$ cat config.mk
export PLATFORM = sky130hd
export DESIGN_NAME = alu_pipe
export DESIGN_NICKNAME = d
export VERILOG_FILES = /design/src/rtl/alu_pipe.sv
export SDC_FILE = /design/constraint.sdc
export NUM_CORES = 1
export LEC_CHECK = 0
export BUFFER_PORTS_ARGS = -buffer_cell sky130_fd_sc_hd__buf_2
export CAP_MARGIN = 30
export CELL_PAD_IN_SITES_DETAIL_PLACEMENT = 1
export CELL_PAD_IN_SITES_GLOBAL_PLACEMENT = 1
export CORE_MARGIN = 3
export CORE_UTILIZATION = 48
export CTS_CLUSTER_DIAMETER = 50
export DETAILED_ROUTE_END_ITERATION = 7
export PLACE_DENSITY = 0.95
export SYNTH_ARGS = -nofsm -noshare
export SYNTH_HDL_FRONTEND = slang
export SYNTH_SLANG_ARGS = --single-unit
$ cat constraint.sdc
create_clock -name clk -period 8.4 [get_ports clk]
set_clock_uncertainty 0.05 [all_clocks]
set_input_delay 1.26 -clock clk [delete_from_list [all_inputs] [get_ports clk]]
set_output_delay 1.26 -clock clk [all_outputs]
set_load 0.01 [all_outputs]
$ cat src/rtl/alu_pipe.sv
// Registered ALU with valid/ready handshakes, a stored carry for multi-word
// arithmetic and an iterative shifter. Define ALU_PIPE_OVF_EN to add alu_ovf.
module alu_pipe #(
  parameter int WIDTH = 8,
  parameter int CNT_W = $clog2(WIDTH) + 1
) (
  input  logic             clk,
  input  logic             reset,
  input  logic             in_valid,
  output logic             in_ready,
  input  logic [WIDTH-1:0] in_a,
  input  logic [WIDTH-1:0] in_b,
  input  logic [3:0]       opcode,
  output logic             out_valid,
  input  logic             out_ready,
  output logic [WIDTH-1:0] alu_out,
  output logic             alu_zero,
  output logic             alu_carry,
  output logic             alu_neg,
`ifdef ALU_PIPE_OVF_EN
  output logic             alu_ovf,
`endif
  output logic             alu_err
);

  typedef enum logic [1:0] {
    IDLE,
    SHIFT,
    HOLD
  } state_t;

  localparam logic [3:0] OP_ADD  = 4'h1;
  localparam logic [3:0] OP_SUB  = 4'h2;
  localparam logic [3:0] OP_INC  = 4'h3;
  localparam logic [3:0] OP_DEC  = 4'h4;
  localparam logic [3:0] OP_OR   = 4'h5;
  localparam logic [3:0] OP_AND  = 4'h6;
  localparam logic [3:0] OP_XOR  = 4'h7;
  localparam logic [3:0] OP_SHR1 = 4'h8;
  localparam logic [3:0] OP_SHL1 = 4'h9;
  localparam logic [3:0] OP_NOT  = 4'hA;
  localparam logic [3:0] OP_NEG  = 4'hB;
  localparam logic [3:0] OP_ADC  = 4'hC;
  localparam logic [3:0] OP_SBB  = 4'hD;
  localparam logic [3:0] OP_SHRN = 4'hE;
  localparam logic [3:0] OP_SHLN = 4'hF;

  localparam logic [WIDTH-1:0] WIDTH_B = WIDTH'(WIDTH);
  localparam logic [CNT_W-1:0] WIDTH_C = CNT_W'(WIDTH);
  localparam logic [CNT_W-1:0] CNT_ONE = CNT_W'(1);
  localparam logic [WIDTH:0]   ONE_X   = (WIDTH+1)'(1);

  state_t           state, state_next;
  logic             stored_c;
  logic [WIDTH-1:0] shift_reg;
  logic             shift_left;
  logic [CNT_W-1:0] count;

  logic             accept;
  logic             is_shift_op;
  logic             start_shift;
  logic [CNT_W-1:0] shift_n;
  logic [WIDTH:0]   res;
  logic             res_err;
  logic [WIDTH-1:0] shift_next;
  logic             shift_bit;
  logic             last_shift;

  logic             load_en;
  logic [WIDTH-1:0] load_val;
  logic             load_carry;
  logic             load_err;
  logic             load_from_shift;

  assign accept      = in_valid & in_ready;
  assign is_shift_op = (opcode == OP_SHRN) || (opcode == OP_SHLN);
  assign shift_n     = (in_b >= WIDTH_B) ? WIDTH_C : in_b[CNT_W-1:0];
  assign start_shift = is_shift_op && (shift_n != '0);

  // Result is formed one bit wider than the operands; the top bit is the carry/borrow.
  always_comb begin
    res     = '0;
    res_err = 1'b0;
    case (opcode)
      OP_ADD:  res = {1'b0, in_a} + {1'b0, in_b};
      OP_SUB:  res = {1'b0, in_a} - {1'b0, in_b};
      OP_INC:  res = {1'b0, in_a} + ONE_X;
      OP_DEC:  res = {1'b0, in_a} - ONE_X;
      OP_OR:   res = {1'b0, in_a | in_b};
      OP_AND:  res = {1'b0, in_a & in_b};
      OP_XOR:  res = {1'b0, in_a ^ in_b};
      OP_SHR1: res = {in_a[0], 1'b0, in_a[WIDTH-1:1]};
      OP_SHL1: res = {in_a, 1'b0};
      OP_NOT:  res = {1'b0, ~in_a};
      OP_NEG:  res = {1'b0, ~in_a} + ONE_X;
      OP_ADC:  res = {1'b0, in_a} + {1'b0, in_b} + {{WIDTH{1'b0}}, stored_c};
      OP_SBB:  res = {1'b0, in_a} - {1'b0, in_b} - {{WIDTH{1'b0}}, stored_c};
      OP_SHRN,
      OP_SHLN: res = {1'b0, in_a};
      default: begin
        res     = '0;
        res_err = 1'b1;
      end
    endcase
  end

  always_comb begin
    shift_next = shift_left ? {shift_reg[WIDTH-2:0], 1'b0} : {1'b0, shift_reg[WIDTH-1:1]};
    shift_bit  = shift_left ? shift_reg[WIDTH-1] : shift_reg[0];
    last_shift = (count == CNT_ONE);
  end

  // A result load comes either from a single-cycle acceptance or the final shift step.
  always_comb begin
    load_en         = 1'b0;
    load_from_shift = 1'b0;
    load_val        = res[WIDTH-1:0];
    load_carry      = res[WIDTH];
    load_err        = res_err;
    if (accept && !start_shift) begin
      load_en = 1'b1;
    end else if (!accept && state == SHIFT && last_shift) begin
      load_en         = 1'b1;
      load_from_shift = 1'b1;
      load_val        = shift_next;
      load_carry      = shift_bit;
      load_err        = 1'b0;
    end
  end

  always_ff @(posedge clk) begin
    if (reset) begin
      state <= IDLE;
    end else begin
      state <= state_next;
    end
  end

  always_comb begin
    state_next = state;
    in_ready   = 1'b0;
    out_valid  = 1'b0;
    case (state)
      IDLE: begin
        in_ready = 1'b1;
        if (in_valid) begin
          state_next = start_shift ? SHIFT : HOLD;
        end
      end
      SHIFT: begin
        if (last_shift) begin
          state_next = HOLD;
        end
      end
      HOLD: begin
        out_valid = 1'b1;
        in_ready  = out_ready;
        if (out_ready) begin
          if (in_valid) begin
            state_next = start_shift ? SHIFT : HOLD;
          end else begin
            state_next = IDLE;
          end
        end
      end
      default: state_next = IDLE;
    endcase
  end

  always_ff @(posedge clk) begin
    if (reset) begin
      alu_out    <= '0;
      alu_zero   <= 1'b1;
      alu_carry  <= 1'b0;
      alu_neg    <= 1'b0;
      alu_err    <= 1'b0;
      stored_c   <= 1'b0;
      shift_reg  <= '0;
      shift_left <= 1'b0;
      count      <= '0;
    end else begin
      if (accept && start_shift) begin
        shift_reg  <= in_a;
        shift_left <= (opcode == OP_SHLN);
        count      <= shift_n;
      end else if (state == SHIFT) begin
        shift_reg <= shift_next;
        count     <= count - CNT_ONE;
      end
      if (load_en) begin
        alu_out   <= load_val;
        alu_zero  <= (load_val == '0);
        alu_carry <= load_carry;
        alu_neg   <= load_val[WIDTH-1];
        alu_err   <= load_err;
        stored_c  <= load_carry;
      end
    end
  end

`ifdef ALU_PIPE_OVF_EN
  logic res_ovf;

  // Signed overflow; INC/DEC behave as ADD/SUB with a positive operand of one.
  always_comb begin
    res_ovf = 1'b0;
    case (opcode)
      OP_ADD, OP_ADC:
        res_ovf = (in_a[WIDTH-1] == in_b[WIDTH-1]) && (res[WIDTH-1] != in_a[WIDTH-1]);
      OP_INC:
        res_ovf = !in_a[WIDTH-1] && res[WIDTH-1];
      OP_SUB, OP_SBB:
        res_ovf = (in_a[WIDTH-1] != in_b[WIDTH-1]) && (res[WIDTH-1] != in_a[WIDTH-1]);
      OP_DEC:
        res_ovf = in_a[WIDTH-1] && !res[WIDTH-1];
      OP_NEG:
        res_ovf = (in_a == {1'b1, {(WIDTH-1){1'b0}}});
      default: res_ovf = 1'b0;
    endcase
  end

  always_ff @(posedge clk) begin
    if (reset) begin
      alu_ovf <= 1'b0;
    end else if (load_en) begin
      alu_ovf <= load_from_shift ? 1'b0 : res_ovf;
    end
  end
`endif

endmodule
# Word-level counts from Yosys, hierarchy flattened
# Cells that the tools add are included.
[totals]
ff_bits = 27
out_inout_bits = 14
[op_classes]
bitwise_logic = 5
eq_ne = 21
n_reduce_logical = 15
add_sub_neg = 8
order_cmp = 1
n_mux = 25
[op_table]
columns = ["operator", "n"]
rows = [
  ["case mux 9 bit (14 select lines)", 1],
  ["2-to-1 mux 8 bit", 5],
  ["== test 4 bit, second input constant", 8],
  ["adder 8 x 1 -> 9 bit, second input constant", 2],
  ["== test 4 x 3 -> 1 bit, second input constant", 4],
  ["OR reduction 15 bit", 1],
  ["2-to-1 mux 4 bit", 3],
  ["2-to-1 mux 2 bit", 5],
  ["adder 8 x 8 -> 9 bit", 1],
  ["adder 9 x 1 -> 9 bit", 1],
  ["2-to-1 mux 1 bit", 9],
  ["subtractor 8 x 1 -> 9 bit, second input constant", 1],
  ["subtractor 8 x 8 -> 9 bit", 1],
  ["subtractor 9 x 1 -> 9 bit", 1],
  ["AND 8 bit", 1],
  ["== test 4 x 1 -> 1 bit, second input constant", 2],
  ["== test 4 x 2 -> 1 bit, second input constant", 2],
  ["greater-or-equal comparator 8 x 4 -> 1 bit, second input constant", 1],
  ["zero test 8 bit", 1],
  ["inverter 8 bit", 1],
  ["bitwise OR 8 bit", 1],
  ["bitwise XOR 8 bit", 1],
  ["inequality test 2 bit, second input constant", 3],
  ["case mux 2 bit (3 select lines)", 1],
  ["other kinds (13)", 18],
]

# Depth between registers and ports, before layout
[logic_depth]
depth_word = 9
mapped_depth = 14

# Worst setup path after synthesis
# Ideal clock, no wire load.
[synth_path]
path_kind = "input to register"
start = "in in_a[0]"
end = "reg alu_zero"
required_ps = 8235
setup_time_ps = 115
arrival_time_ps = 4284
slack_ps = 3951
stages = 12
n_path_buf = 1
cell_sequence = "clkbuf_1 inv_1 ha_1 fa_1 or2_1 a2111oi_2 o211ai_1 or3_1 or4_1 a21oi_1 o21ai_1 a31o_1"
[synth_via]
elab_chain_len = 6
word_cells_on_any_way = 15
[synth_lines]
columns = ["item", "line_no", "source"]
rows = [
  ["start: declaration", "11", "input logic [WIDTH-1:0] in_a,"],
  ["subtractor 8 x 8 -> 9 bit (tied with other cells)", "86, 97", ""],
  ["subtractor 9 x 1 -> 9 bit (tied with other cells)", "97", "OP_SBB: res = {1'b0, in_a} - {1'b0, in_b} - {{WIDTH{1'b0}}, stored_c};"],
  ["case mux 9 bit (14 select lines) (*)", "84", "case (opcode)"],
  ["2-to-1 mux 8 bit", "122", "end else if (!accept && state == SHIFT && last_shift) begin"],
  ["2-to-1 mux 8 bit (*)", "120", "if (accept && !start_shift) begin"],
  ["zero test 8 bit (*)", "192", "alu_zero <= (load_val == '0);"],
  ["end signal: assignment", "192", ""],
  ["end: declaration", "17", "output logic alu_zero,"],
]
# Mark *: on every way between the ends. The rest lies on a longest branch, timed or not.
# A chain may end at the register's enable or synchronous reset.

# Worst setup path after layout
# Ends and elaborated chain as after synthesis.

==> flow_summary.yaml <==
worst_setup_path:
  worstPathMaxFanout: 12
  worstPathRequired_ns: 8.54
  cp_cell_sequence: "buf_2, inv_1, ha_1, fa_1, or2_1, a211oi_1, a211oi_1, or4_1, a21oi_1, o21ai_1, a31o_1"
  slowest_delay_ns: 0.60
  r2r_slack_ns: 5.37
  cp-end-kind: "flop"
  r2r-start: "stored_c$_SDFFE_PP0P_"
  startpoint: "in_a[0]"
  worstRegToRegCells: 10
  cp_slowest_cell: "or4_1"
  path_class: "in -> reg"
  cp-endpoint: "alu_zero$_SDFFE_PP1P_"
  worst_r2r_endpoint: "alu_zero$_SDFFE_PP1P_"
  crit_arrival_ns: 4.85
  cp_common_cell: "a211oi_1"
  crit_path_start_kind: "input pin"
routing:
  ant_nets: 0
  via_per_inst: 6.97
  vias: 4828
  drt_iter0_drc: 512
  post_drt_wl_per_cell_um: 23.5
  drt_wl_total_um: 16300
  firstDrtPassIters: 5
  drc: 0
cts:
  holdBufCountCts: 0
  clockRootBuffer: "clkbuf_8"
  cts_max_path_buffers: 2
  clkLatencyLatePin_ns: 0.28
  cts_tree: "done"
  ctsResizeCount: 0
  clock-sinks: 26
  cts.clk_slew.worst_paths_ns: 0.10
  htreeDepth: 1
  cts_setup_buffers: 0
  cts_made_buffers: 3
final_layout:
  multiInputGateArea_sq_um: 3290
  layout_commonest_cell: "nand2_1"
  ff_latch_area_sq_um: 520
  layout_common_cells: "nand2_1, a21oi_1, nor2_1"
  drive_above_1_share: 0.114
  antenna_cells: 0
  area_growth_syn_to_layout_pct: 5.06
  nNetsFinal: 647
  fillCellCount: 1108
sta:
  setup_violations: 0
  min_period_ns: 4.72
  maxSlewHeadroom: 0.382
  fin_ws_ns: 3.68
  finalCritPeriodShare: 0.562
  worst_slew_pin_slew_ns: 0.904
  timing.setup.tns_ns: 0
  rsz0062_at_grt: "no"
  finalHoldViolations: 0
  slew_viol_final: 0
  max_freq_mhz: 212
synthesis:
  netlist_top_cells_area: "dfxtp_1, ha_1, a21oi_1, nand2_1, nor2_1"
  yosysUniqueCellTypes: 80
  avgSynthCellArea_sq_um: 6.99
  yosysWarnings: 0
  synth-edff-count: 0
  synth_top_area_cell: "dfxtp_1"
  synth_area_sq_um: 4130
  async_reset_ff_frac: 0
  ys_ff_latch: 26
  synth_ff_type: "dfxtp_1"
  synthCells: 590
  yosys.area.top_type_share: 0.126
  ys_seq_area_frac: 0.126
  synth_nets: 648
power:
  power_mw: 0.481
  p_leak_nw: 1.64
  p_per_area_nw_per_um2: 111
  peakVddDrop_v: 0.0000634
global_route:
  gr-total-overflow: 0
  grt_pass1_wl_um: 26000
  antenna_found_initial: 0
  grt_max_degree: 50
  track_usage: 0.331
  grt_pass1_vias: 4846
placed_design:
  globalplace.congestion: 1.07
  port_buffers: 37
  post-place-ws_ns: 3.56
  detailed_place_hpwl_um: 12400
floorplanning:
  die_w_um: 98.7
  start_util: 0.497
  dieArea_sq_um: 9750
  dieHeight_um: 98.7
  boundaryPins: 38
  placementRows: 33
  core-area_sq_um: 8300
status:
  outcome: "completed"
flow_run:
  drv_cap: 0
min_path:
  hold_class: "reg -> reg"
through the flow:
stage	hold WS (ns)	util	cells	area, sq um
2_1_floorplan	0.426	-	590	4130
3_3_place_gp	0.386	0.514	689	4260
3_5_place_dp	0.400	0.514	689	4260
4_1_cts	0.414	0.522	693	4340
5_1_grt	0.437	0.522	693	4340
6_report	0.410	0.522	693	4340
report_power, final:
part | total (mW) | switching, mW | internal, mW
Sequential | 0.137 | 0.00625 | 0.131
Clock | 0.106 | 0.0422 | 0.0639
Combinational | 0.238 | 0.154 | 0.0837
Total | 0.481 | 0.202 | 0.279
final cells by class:
class	count	share of cell area
flip-flops and latches	26	0.120
inverters	33	0.0286
well taps	105	0.0303
multi-input cells	486	0.758
repair buffers	39	0.0462
clock buffers	3	0.00952
clock inverters	1	0.00693
worst min-delay path by stage:
stage | depth (start not counted) | slack [ns] | endpoint | from
floorplan | 2 | 0.43 | alu_out[2]$_SDFFE_PP0P_ | alu_out[2]$_SDFFE_PP0P_
global placement | 2 | 0.39 | alu_out[3]$_SDFFE_PP0P_ | alu_out[3]$_SDFFE_PP0P_
detailed placement | 2 | 0.40 | alu_out[4]$_SDFFE_PP0P_ | alu_out[4]$_SDFFE_PP0P_
CTS | 2 | 0.41 | alu_out[4]$_SDFFE_PP0P_ | alu_out[4]$_SDFFE_PP0P_
global route | 2 | 0.44 | alu_out[4]$_SDFFE_PP0P_ | alu_out[4]$_SDFFE_PP0P_
finish | 2 | 0.41 | alu_out[4]$_SDFFE_PP0P_ | alu_out[4]$_SDFFE_PP0P_
worst max-delay path: cells and delay by family:
kind                     cells  cell delay, ns
adder cells (fa/ha/maj)      2            0.82
AO/OA/AOI/OAI                5            1.42
buffers and inverters        2            0.43
AND/OR/NAND/NOR              2            0.91
logic make-up (layout without fill, tap and decap cells):
logic type | Yosys count | count (layout) | synth area share
and+or+nand+nor | 222 | 222 | 0.281
AOI/OAI and AO/OA | 193 | 193 | 0.326
buffers and inverters | 78 | 76 | 0.0770
adders and majority gates | 35 | 35 | 0.109
DFF | 26 | 26 | 0.126
xor gates and xnor gates | 25 | 25 | 0.0531
muxes | 11 | 11 | 0.0276
layer usage:
metal	global-route usage	wire length, um	vias to the layer above
met1	0.437	6820	2321
li1	-	-	2189
met3	0.0637	1320	67
met4	0.145	799	0
met5	0	0	-
met2	0.525	7340	251
synthesized netlist by cell type (6+ instances only):
master    count
a21oi_1      52
nor2b_1      10
mux2i_1       8
clkbuf_1     30
nand2b_1     10
a22oi_1       9
o211ai_1     12
and3_1        9
buf_2        10
o32ai_1       6
ha_1         32
inv_1        32
nor3_1       27
xnor2_1      15
o21ai_0      24
nand3_1      13
xor2_1       10
a211oi_1     17
nand2_1      57
nor4_1        9
nor2_1       45
dfxtp_1      26
o22ai_1       8
No activity file was read; power rests on OpenSTA's default activity.
